<file path="config.mk">
export PLATFORM = sky130hd
export DESIGN_NAME = fetch_unit
export DESIGN_NICKNAME = d
export VERILOG_FILES = /design/src/rtl/cpu_pkg.sv /design/src/rtl/imm12_sel.sv /design/src/rtl/fetch_unit.sv
export SDC_FILE = /design/constraint.sdc
export NUM_CORES = 1
export LEC_CHECK = 0
export CAP_MARGIN = 20
export CELL_PAD_IN_SITES_DETAIL_PLACEMENT = 1
export CELL_PAD_IN_SITES_GLOBAL_PLACEMENT = 1
export CORE_ASPECT_RATIO = 1.25
export CORE_MARGIN = 2
export CORE_UTILIZATION = 50
export CTS_BUF_LIST = sky130_fd_sc_hd__clkbuf_16
export CTS_CLUSTER_SIZE = 10
export DETAILED_ROUTE_END_ITERATION = 7
export DONT_BUFFER_PORTS = 1
export PLACE_DENSITY_LB_ADDON = 0.15
export REMOVE_ABC_BUFFERS = 1
export SETUP_SLACK_MARGIN = 0.4
export SYNTH_ARGS = -nofsm -noshare
export SYNTH_HDL_FRONTEND = slang
export SYNTH_SLANG_ARGS = --single-unit
</file>
<file path="constraint.sdc">
create_clock -name clk -period 5.25 [get_ports clk]
set_clock_uncertainty 0.15 [all_clocks]
set_input_delay 0.525 -clock clk [delete_from_list [all_inputs] [get_ports clk]]
set_output_delay 0.525 -clock clk [all_outputs]
set_load 0.01 [all_outputs]
</file>
<file path="src/rtl/cpu_pkg.sv">
// Shared CPU datapath types and constants.
// FETCH_MISALIGN_TRAP_EN adds the trapping halt state to the fetch enum.
package cpu_pkg;

    typedef enum logic [2:0] {
        ST_IDLE,
        ST_REQ,
        ST_HOLD,
        ST_FLUSH
`ifdef FETCH_MISALIGN_TRAP_EN
        , ST_IDLE_HALT
`endif
    } fetch_state_t;

    localparam logic [6:0]  OPC_STORE         = 7'b0100011;
    localparam logic [31:0] NOP_INSTR_DEFAULT = 32'h0000_0013;
    localparam logic [31:0] RESET_PC_DEFAULT  = 32'h0000_0000;

endpackage

</file>
<file path="src/rtl/imm12_sel.sv">
// Opcode-based 12-bit immediate field select (S-type for stores, I-type otherwise).
module imm12_sel
    import cpu_pkg::*;
(
    input  logic [31:0] word,
    output logic [11:0] imm12
);

    always_comb begin
        if (word[6:0] == OPC_STORE) begin
            imm12 = {word[31:25], word[11:7]};
        end else begin
            imm12 = word[31:20];
        end
    end

endmodule

</file>
<file path="src/rtl/fetch_unit.sv">
// Instruction fetch stage: PC, imem request/ack handshake, instruction register.
// Define FETCH_MISALIGN_TRAP_EN to trap misaligned redirects instead of masking them.
module fetch_unit
    import cpu_pkg::*;
#(
    parameter logic [31:0] RESET_PC  = RESET_PC_DEFAULT,
    parameter logic [31:0] NOP_INSTR = NOP_INSTR_DEFAULT
) (
    input  logic        clk,
    input  logic        rst_n,
    output logic        imem_req,
    output logic [31:0] imem_addr,
    input  logic        imem_ack,
    input  logic [31:0] imem_rdata,
    input  logic        stall,
    input  logic        branch_taken,
    input  logic [31:0] branch_target,
    output logic [31:0] pc,
    output logic [31:0] instr,
    output logic        instr_valid,
`ifdef FETCH_MISALIGN_TRAP_EN
    output logic        misalign,
`endif
    output logic [11:0] imm12
);

    fetch_state_t state_q, state_d;
    logic [31:0]  pc_q, pc_d;
    logic [31:0]  flush_addr_q, flush_addr_d;
    logic [31:0]  instr_q, instr_d;
    logic         valid_q, valid_d;
    logic [11:0]  imm_q, imm_d;
    logic [11:0]  imm_sel;
    logic [31:0]  target;
`ifdef FETCH_MISALIGN_TRAP_EN
    logic         misalign_q, misalign_d;
`endif

    imm12_sel u_imm12_sel (
        .word  (imem_rdata),
        .imm12 (imm_sel)
    );

`ifdef FETCH_MISALIGN_TRAP_EN
    assign target = branch_target;
`else
    assign target = branch_target & 32'hFFFF_FFFC;
`endif

    always_ff @(posedge clk or negedge rst_n) begin
        if (!rst_n) begin
            state_q      <= ST_IDLE;
            pc_q         <= RESET_PC;
            flush_addr_q <= RESET_PC;
            instr_q      <= NOP_INSTR;
            valid_q      <= 1'b0;
            imm_q        <= '0;
`ifdef FETCH_MISALIGN_TRAP_EN
            misalign_q   <= 1'b0;
`endif
        end else begin
            state_q      <= state_d;
            pc_q         <= pc_d;
            flush_addr_q <= flush_addr_d;
            instr_q      <= instr_d;
            valid_q      <= valid_d;
            imm_q        <= imm_d;
`ifdef FETCH_MISALIGN_TRAP_EN
            misalign_q   <= misalign_d;
`endif
        end
    end

    always_comb begin
        state_d      = state_q;
        pc_d         = pc_q;
        flush_addr_d = flush_addr_q;
        instr_d      = instr_q;
        valid_d      = valid_q;
        imm_d        = imm_q;
`ifdef FETCH_MISALIGN_TRAP_EN
        misalign_d   = misalign_q;
`endif
        case (state_q)
            ST_IDLE: state_d = ST_REQ;
            ST_REQ: begin
                if (branch_taken) begin
                    // Without the ack the old request is still in flight; remember its address.
                    pc_d = target;
                    if (imem_ack) begin
                        state_d = ST_REQ;
                    end else begin
                        flush_addr_d = pc_q;
                        state_d      = ST_FLUSH;
                    end
                end else if (imem_ack) begin
                    instr_d = imem_rdata;
                    imm_d   = imm_sel;
                    valid_d = 1'b1;
                    state_d = ST_HOLD;
                end
            end
            ST_HOLD: begin
                if (branch_taken || !stall) begin
                    pc_d    = branch_taken ? target : pc_q + 32'd4;
                    instr_d = NOP_INSTR;
                    imm_d   = '0;
                    valid_d = 1'b0;
                    state_d = ST_REQ;
                end
            end
            ST_FLUSH: begin
                if (branch_taken) begin
                    pc_d = target;
                end
                if (imem_ack) begin
                    state_d = ST_REQ;
                end
            end
            default: state_d = state_q;
        endcase
`ifdef FETCH_MISALIGN_TRAP_EN
        // A misaligned redirect overrides every other outcome and parks the stage for good.
        if (state_q != ST_IDLE && state_q != ST_IDLE_HALT &&
            branch_taken && branch_target[1:0] != 2'b00) begin
            state_d      = ST_IDLE_HALT;
            pc_d         = pc_q;
            flush_addr_d = flush_addr_q;
            instr_d      = NOP_INSTR;
            imm_d        = '0;
            valid_d      = 1'b0;
            misalign_d   = 1'b1;
        end
`endif
    end

    assign imem_req    = (state_q == ST_REQ) || (state_q == ST_FLUSH);
    assign imem_addr   = (state_q == ST_FLUSH) ? flush_addr_q : pc_q;
    assign pc          = pc_q;
    assign instr       = instr_q;
    assign instr_valid = valid_q;
    assign imm12       = imm_q;
`ifdef FETCH_MISALIGN_TRAP_EN
    assign misalign    = misalign_q;
`endif

endmodule
</file>
Word-level counts from Yosys, hierarchy flattened
Index checks and enable logic that the tools add are counted.
W data, S select, Z words.
{"block": "op_classes", "bitwise_logic": 1, "n_reduce_logical": 12, "eq_ne": 10, "add_sub_neg": 1, "mux": 24}
{"cell": "$mux W32", "count": 7}
{"cell": "$pmux W32 S2", "count": 2}
{"cell": "$mux W12", "count": 3}
{"cell": "$add A32 B3 Y32 const B", "count": 1}
{"cell": "$pmux W12 S2", "count": 1}
{"cell": "$mux W3", "count": 4}
{"cell": "$pmux W3 S4", "count": 1}
{"cell": "$ne A2 B2 Y1 const B", "count": 4}
{"cell": "$reduce_and A4 Y1", "count": 2}
{"cell": "$eq A7 B6 Y1 const B", "count": 1}
{"cell": "$eq A3 B2 Y1 const B", "count": 2}
{"cell": "$reduce_and A3 Y1", "count": 2}
{"cell": "$mux W5", "count": 1}
{"cell": "$reduce_bool A2 Y1", "count": 2}
{"cell": "$reduce_bool A4 Y1", "count": 1}
{"cell": "$eq A3 B1 Y1 const B", "count": 1}
{"cell": "$logic_not A3 Y1", "count": 1}
{"cell": "$mux W1", "count": 3}
{"cell": "$ne A3 B3 Y1 const B", "count": 1}
{"cell": "$logic_or A1 B1 Y1", "count": 2}
{"cell": "$mux W2", "count": 1}
{"cell": "$ne A2 B1 Y1 const B", "count": 1}
{"cell": "$pmux W1 S2", "count": 1}
{"cell": "$reduce_or A2 Y1", "count": 1}
{"cell": "2 further kinds", "count": 2}
{"block": "word_totals", "ff_bits": 112, "inputBits": 69, "elab_cells": 54}

Depth between registers and ports, before layout
{"block": "depth", "ltp_word": 5, "ltp_mapped": 8, "depth_no_buf": 6}

By module
From an unflattened synthesis, not the netlist that was laid out.
{"block": "hier_totals", "hier_cells": 485, "area_unflattened_um2": 5315.1}
{"module": "fetch_unit", "n_inst": 1, "cells_per_inst": 470, "area_per_inst_um2": 5172.5, "seq_area_each_um2": 2681.3}
{"module": "imm12_sel", "n_inst": 1, "cells_per_inst": 15, "area_per_inst_um2": 142.6, "seq_area_each_um2": 0.0}

Least setup slack after synthesis
Ideal clock, no wire load.
{"block": "synth_timing", "path_type": "register -> register", "startpoint": "reg pc_q[2] (netlist: pc[2])", "endpoint": "reg pc_q[30] (netlist: pc[30])", "synth_period_minus_slack_ns": 2.318, "arrival_time_ns": 2.099, "setup_ns": 0.069, "t_required_ns": 5.031, "stages_incl_launch_ff": 7, "slack_ns": 2.932, "path_buffers": 0, "path_cell_list": "dfrtp_1 ha_1 nand2_1 or2_4 or4_4 or4b_1 nand3_1"}
{"block": "synth_via", "elab_chain_len": 4}
{"item": "from (decl)", "line": "fetch_unit.sv:28", "rtl": "logic [31:0] pc_q, pc_d;"}
{"item": "from (signal assigned)", "line": "fetch_unit.sv:63", "rtl": "pc_q <= pc_d;"}
{"item": "$add A32 B3 Y32", "line": "fetch_unit.sv:105", "rtl": "pc_d = branch_taken ? target : pc_q + 32'd4;"}
{"item": "$mux W32", "line": "fetch_unit.sv:105"}
{"item": "$mux W32", "line": "fetch_unit.sv:104", "rtl": "if (branch_taken || !stall) begin"}
{"item": "$pmux W32 S2", "line": "fetch_unit.sv:84", "rtl": "case (state_q)"}
No other way between the ends. The select of a mux whose other input is x is not followed.
A chain may end at the register's enable or synchronous reset.

Worst setup path after layout
{"block": "layout_timing", "startpoint": "reg state_q[0]", "endpoint": "out imem_addr[6]"}
{"block": "layout_via", "elab_chain_len": 2}
{"item": "from (decl)", "line": "fetch_unit.sv:27", "rtl": "fetch_state_t state_q, state_d;"}
{"item": "from (signal assigned)", "line": "fetch_unit.sv:62", "rtl": "state_q <= state_d;"}
{"item": "$eq A3 B2 Y1", "line": "fetch_unit.sv:138", "rtl": "assign imem_addr = (state_q == ST_FLUSH) ? flush_addr_q : pc_q;"}
{"item": "$mux W32", "line": "fetch_unit.sv:138"}
{"item": "to (decl)", "line": "fetch_unit.sv:12", "rtl": "output logic [31:0] imem_addr,"}
No other way between the ends.

==> key figures <==
Outcome
  • Status: complete, no violations

Finish
  • Final Cell Area: 5450 um2
  • Area delta synth->final: 7.83%
  • Layout fillers: 1027
  • Commonest non-fill, non-tap cell in the layout: dfrtp_1
  • Layout cells sized above 1: 21.3%
  • Multi-input gate area: 2330 um2
  • Antenna diode count: 0
  • Sequential Area: 2510 um2
  • Most frequent cells in the layout: dfrtp_1 (97), mux2_2 (60), a21oi_1 (33), nand2_1 (30), a22o_1 (29)
  • # nets final: 521

Routing
  • WL/cell: 22.0 um
  • Number of remaining DRC errors: 0
  • ANT nets after route: 0
  • Initial DRC count: 118
  • Via density: 6.37
  • DRT Wirelength: 12900 um
  • Pre-antenna DRT Iters: 4
  • Vias: 3724

STA
  • Relative slew slack: 46.4%
  • Fin crit share: 55.2%
  • Slew Viols, Final: 0
  • Final TNS setup: 0 ps
  • FMAX: 0.345 GHz
  • Final WS setup: 2350 ps
  • Final setup vio count: 0
  • Worst slew pin tran: 803 ps
  • RSZ-0062 raised after global routing: no
  • Hold Vio Cnt, Final: 0
  • Final min period: 2900 ps

Yosys
  • Number of synthesized flops with an enable pin: 0
  • Post-synthesis sequential area ratio: 49.6%
  • Synth Area per Inst: 10.7 um2
  • Syn Std Cell Area: 5050 um2
  • Yosys warnings: 0
  • Most used DFF post-synth: dfrtp_1
  • Yosys cell types: 62
  • Post-synthesis async set-or-reset flop share: 100%
  • Seq cells post-synth: 100
  • Synth Instances: 474

GRT
  • First-pass GRT wire length: 20100 um
  • GR Overflow Total: 0
  • Vias in the first global route: 3853
  • Initial antenna violation count: 0
  • Largest net degree at the start of global routing: 101
  • GRT Util Overall: 23.4%

Die
  • Die area: 10900 um2
  • FP Rows: 41
  • Die Span Y: 116 um
  • Core ar.: 9950 um2
  • Top Ports: 179
  • Starting Density: 50.7%
  • Die X-Extent: 93.9 um

Placed design
  • Placer congestion estimate: 0.784
  • DP HPWL: 8830 um
  • Pre-CTS setup slack: 2580 ps
  • Placed instance area: 5060 um2
  • Port bufs: 0

Clock tree
  • Clock transition at path regs: 60 ps
  • Clock buffer depth: 2
  • Worst-skew pair later-pin latency: 340 ps
  • CTS buffer count: 9
  • Root buf cell: clkbuf_16
  • CTS tree: yes
  • H-tree depth: 3
  • Setup repair bufs after CTS: 0
  • Clock sinks: 100

Power
  • Leakage power: 2.24 nW
  • VDD IR max: 0.220 mV
  • Pwr dens: 435 nW/um2

Critical path
  • CP peak stage delay: 550 ps
  • Worst setup SP type: flop
  • Req. time, crit path: 4580 ps
  • CP max stage cell: dfrtp_1
  • WS Path Type: reg2out
  • WP data arrival: 2220 ps
  • Critical Path, Cell by Cell: nand2_1 > buf_4 > mux2_2
  • CP Capture Type: output port
  • CP Max Fanout: 19

Hold path
  • Hold crit path type: in2reg

Flow run
  • Max-cap violation count: 0
per-layer routing:
layer	track usage (%)	up-vias	wire length (um)
li1	-	1696	-
met1	28.9	1884	5160
met2	38.8	129	6480
met3	8.19	15	1020
met4	7.05	0	213
met5	0	-	0
cells by family (layout without fill, tap and decap cells):
group | count (synthesis) | count (layout) | share of synthesized area, %
other cells | 1 | 4 | 0.0743
fa+ha+maj | 1 | 1 | 0.248
compound gates | 124 | 124 | 16.8
mux | 66 | 66 | 14.6
simple gates | 128 | 128 | 13.7
flops | 100 | 100 | 49.6
buf+inv | 54 | 33 | 5.03
flip-flops by register name, indices dropped and copies added, names as in the netlist:
register	count
pc	30
instr_valid	1
imm12	5
flush_addr_q	30
instr	32
state_q	2
stage by stage:
| stage | power, mW | utilization, % | std cells | hold WS, ps |
|---|---|---|---|---|
| CTS | 2.39 | 54.1 | 582 | 111 |
| detailed placement | 1.72 | 50.9 | 564 | 81.4 |
| finish | 2.37 | 54.7 | 585 | 123 |
| floorplan | 1.58 | - | 431 | 79.4 |
| global placement | 1.69 | 50.9 | 564 | 81.6 |
| global route | 2.51 | 54.7 | 585 | 110 |
cells in the mapped netlist, drive strengths merged (2+ instances only):
cell type  number  area (um2)
a22o           29         254
a21boi          2        15.0
o21ai          21         105
inv             8        30.0
o22ai           8        50.1
nand3          15        80.1
a31oi           2        12.5
a32oi           2        17.5
a32o            2        20.0
dfrtp          97        2430
o41ai           5        43.8
buf            17         115
a21o            2        15.0
mux2i           5        50.1
o211ai          2        15.0
mux2           61         687
nand4          10        68.8
or2             5        33.8
and3            4        25.0
a21oi          34         170
clkbuf         29         109
and4            4        35.0
nand2          31         124
nor3b           3        22.5
nor4            5        37.5
a311oi          3        26.3
a2bb2oi         3        26.3
or3             4        25.0
nor2           25        93.8
dfstp           3        78.8
nor3           12        60.1
critical path: cells and delay by family (launching register included):
kind,cells,cell delay [ps]
buffers and inverters,1,380
flip-flops,1,550
multiplexers,1,410
AND/OR/NAND/NOR,1,530
path summary, 6_finish.rpt:
| check | startpoint | to | slack [ps] | depth (start not counted) |
|---|---|---|---|---|
| max in group asynchronous | rst_n | instr[4]$_DFFE_PN1P_ | 3930 | 2 |
| min reg2reg | instr[4]$_DFFE_PN1P_ | instr[4]$_DFFE_PN1P_ | 340 | 2 |
| min | branch_taken | instr_valid$_DFFE_PN0P_ | 120 | 1 |
| min in group asynchronous | rst_n | pc[28]$_DFFE_PN0P_ | 660 | 2 |
| max reg2reg | pc[9]$_DFFE_PN0P_ | pc[31]$_DFFE_PN0P_ | 2650 | 5 |
| max | state_q[0]$_DFFE_PN0P_ | imem_addr[6] | 2350 | 3 |
power by group:
group | internal (mW) | switching [mW] | leakage [nW]
sequential | 0.978 | 0.252 | 1.18
combinational | 0.253 | 0.244 | 0.917
clock | 0.363 | 0.281 | 0.143
total | 1.59 | 0.777 | 2.24
cell type report:
cell class	instances	share of cell area (%)
flip-flops and latches	100	46.0
multi-input cells	323	42.9
repair buffers	9	2.39
clock inverters	7	1.08
well taps	129	2.96
clock buffers	9	4.14
inverters	8	0.551
timing repair:
item                                    4_1_cts  5_1_grt
endpoints found under the setup margin        0        0
hold buffers                                  2        0
gates resized for setup                       0        0
hold endpoints to repair                    100        0
No activity file was read; power rests on OpenSTA's default activity.
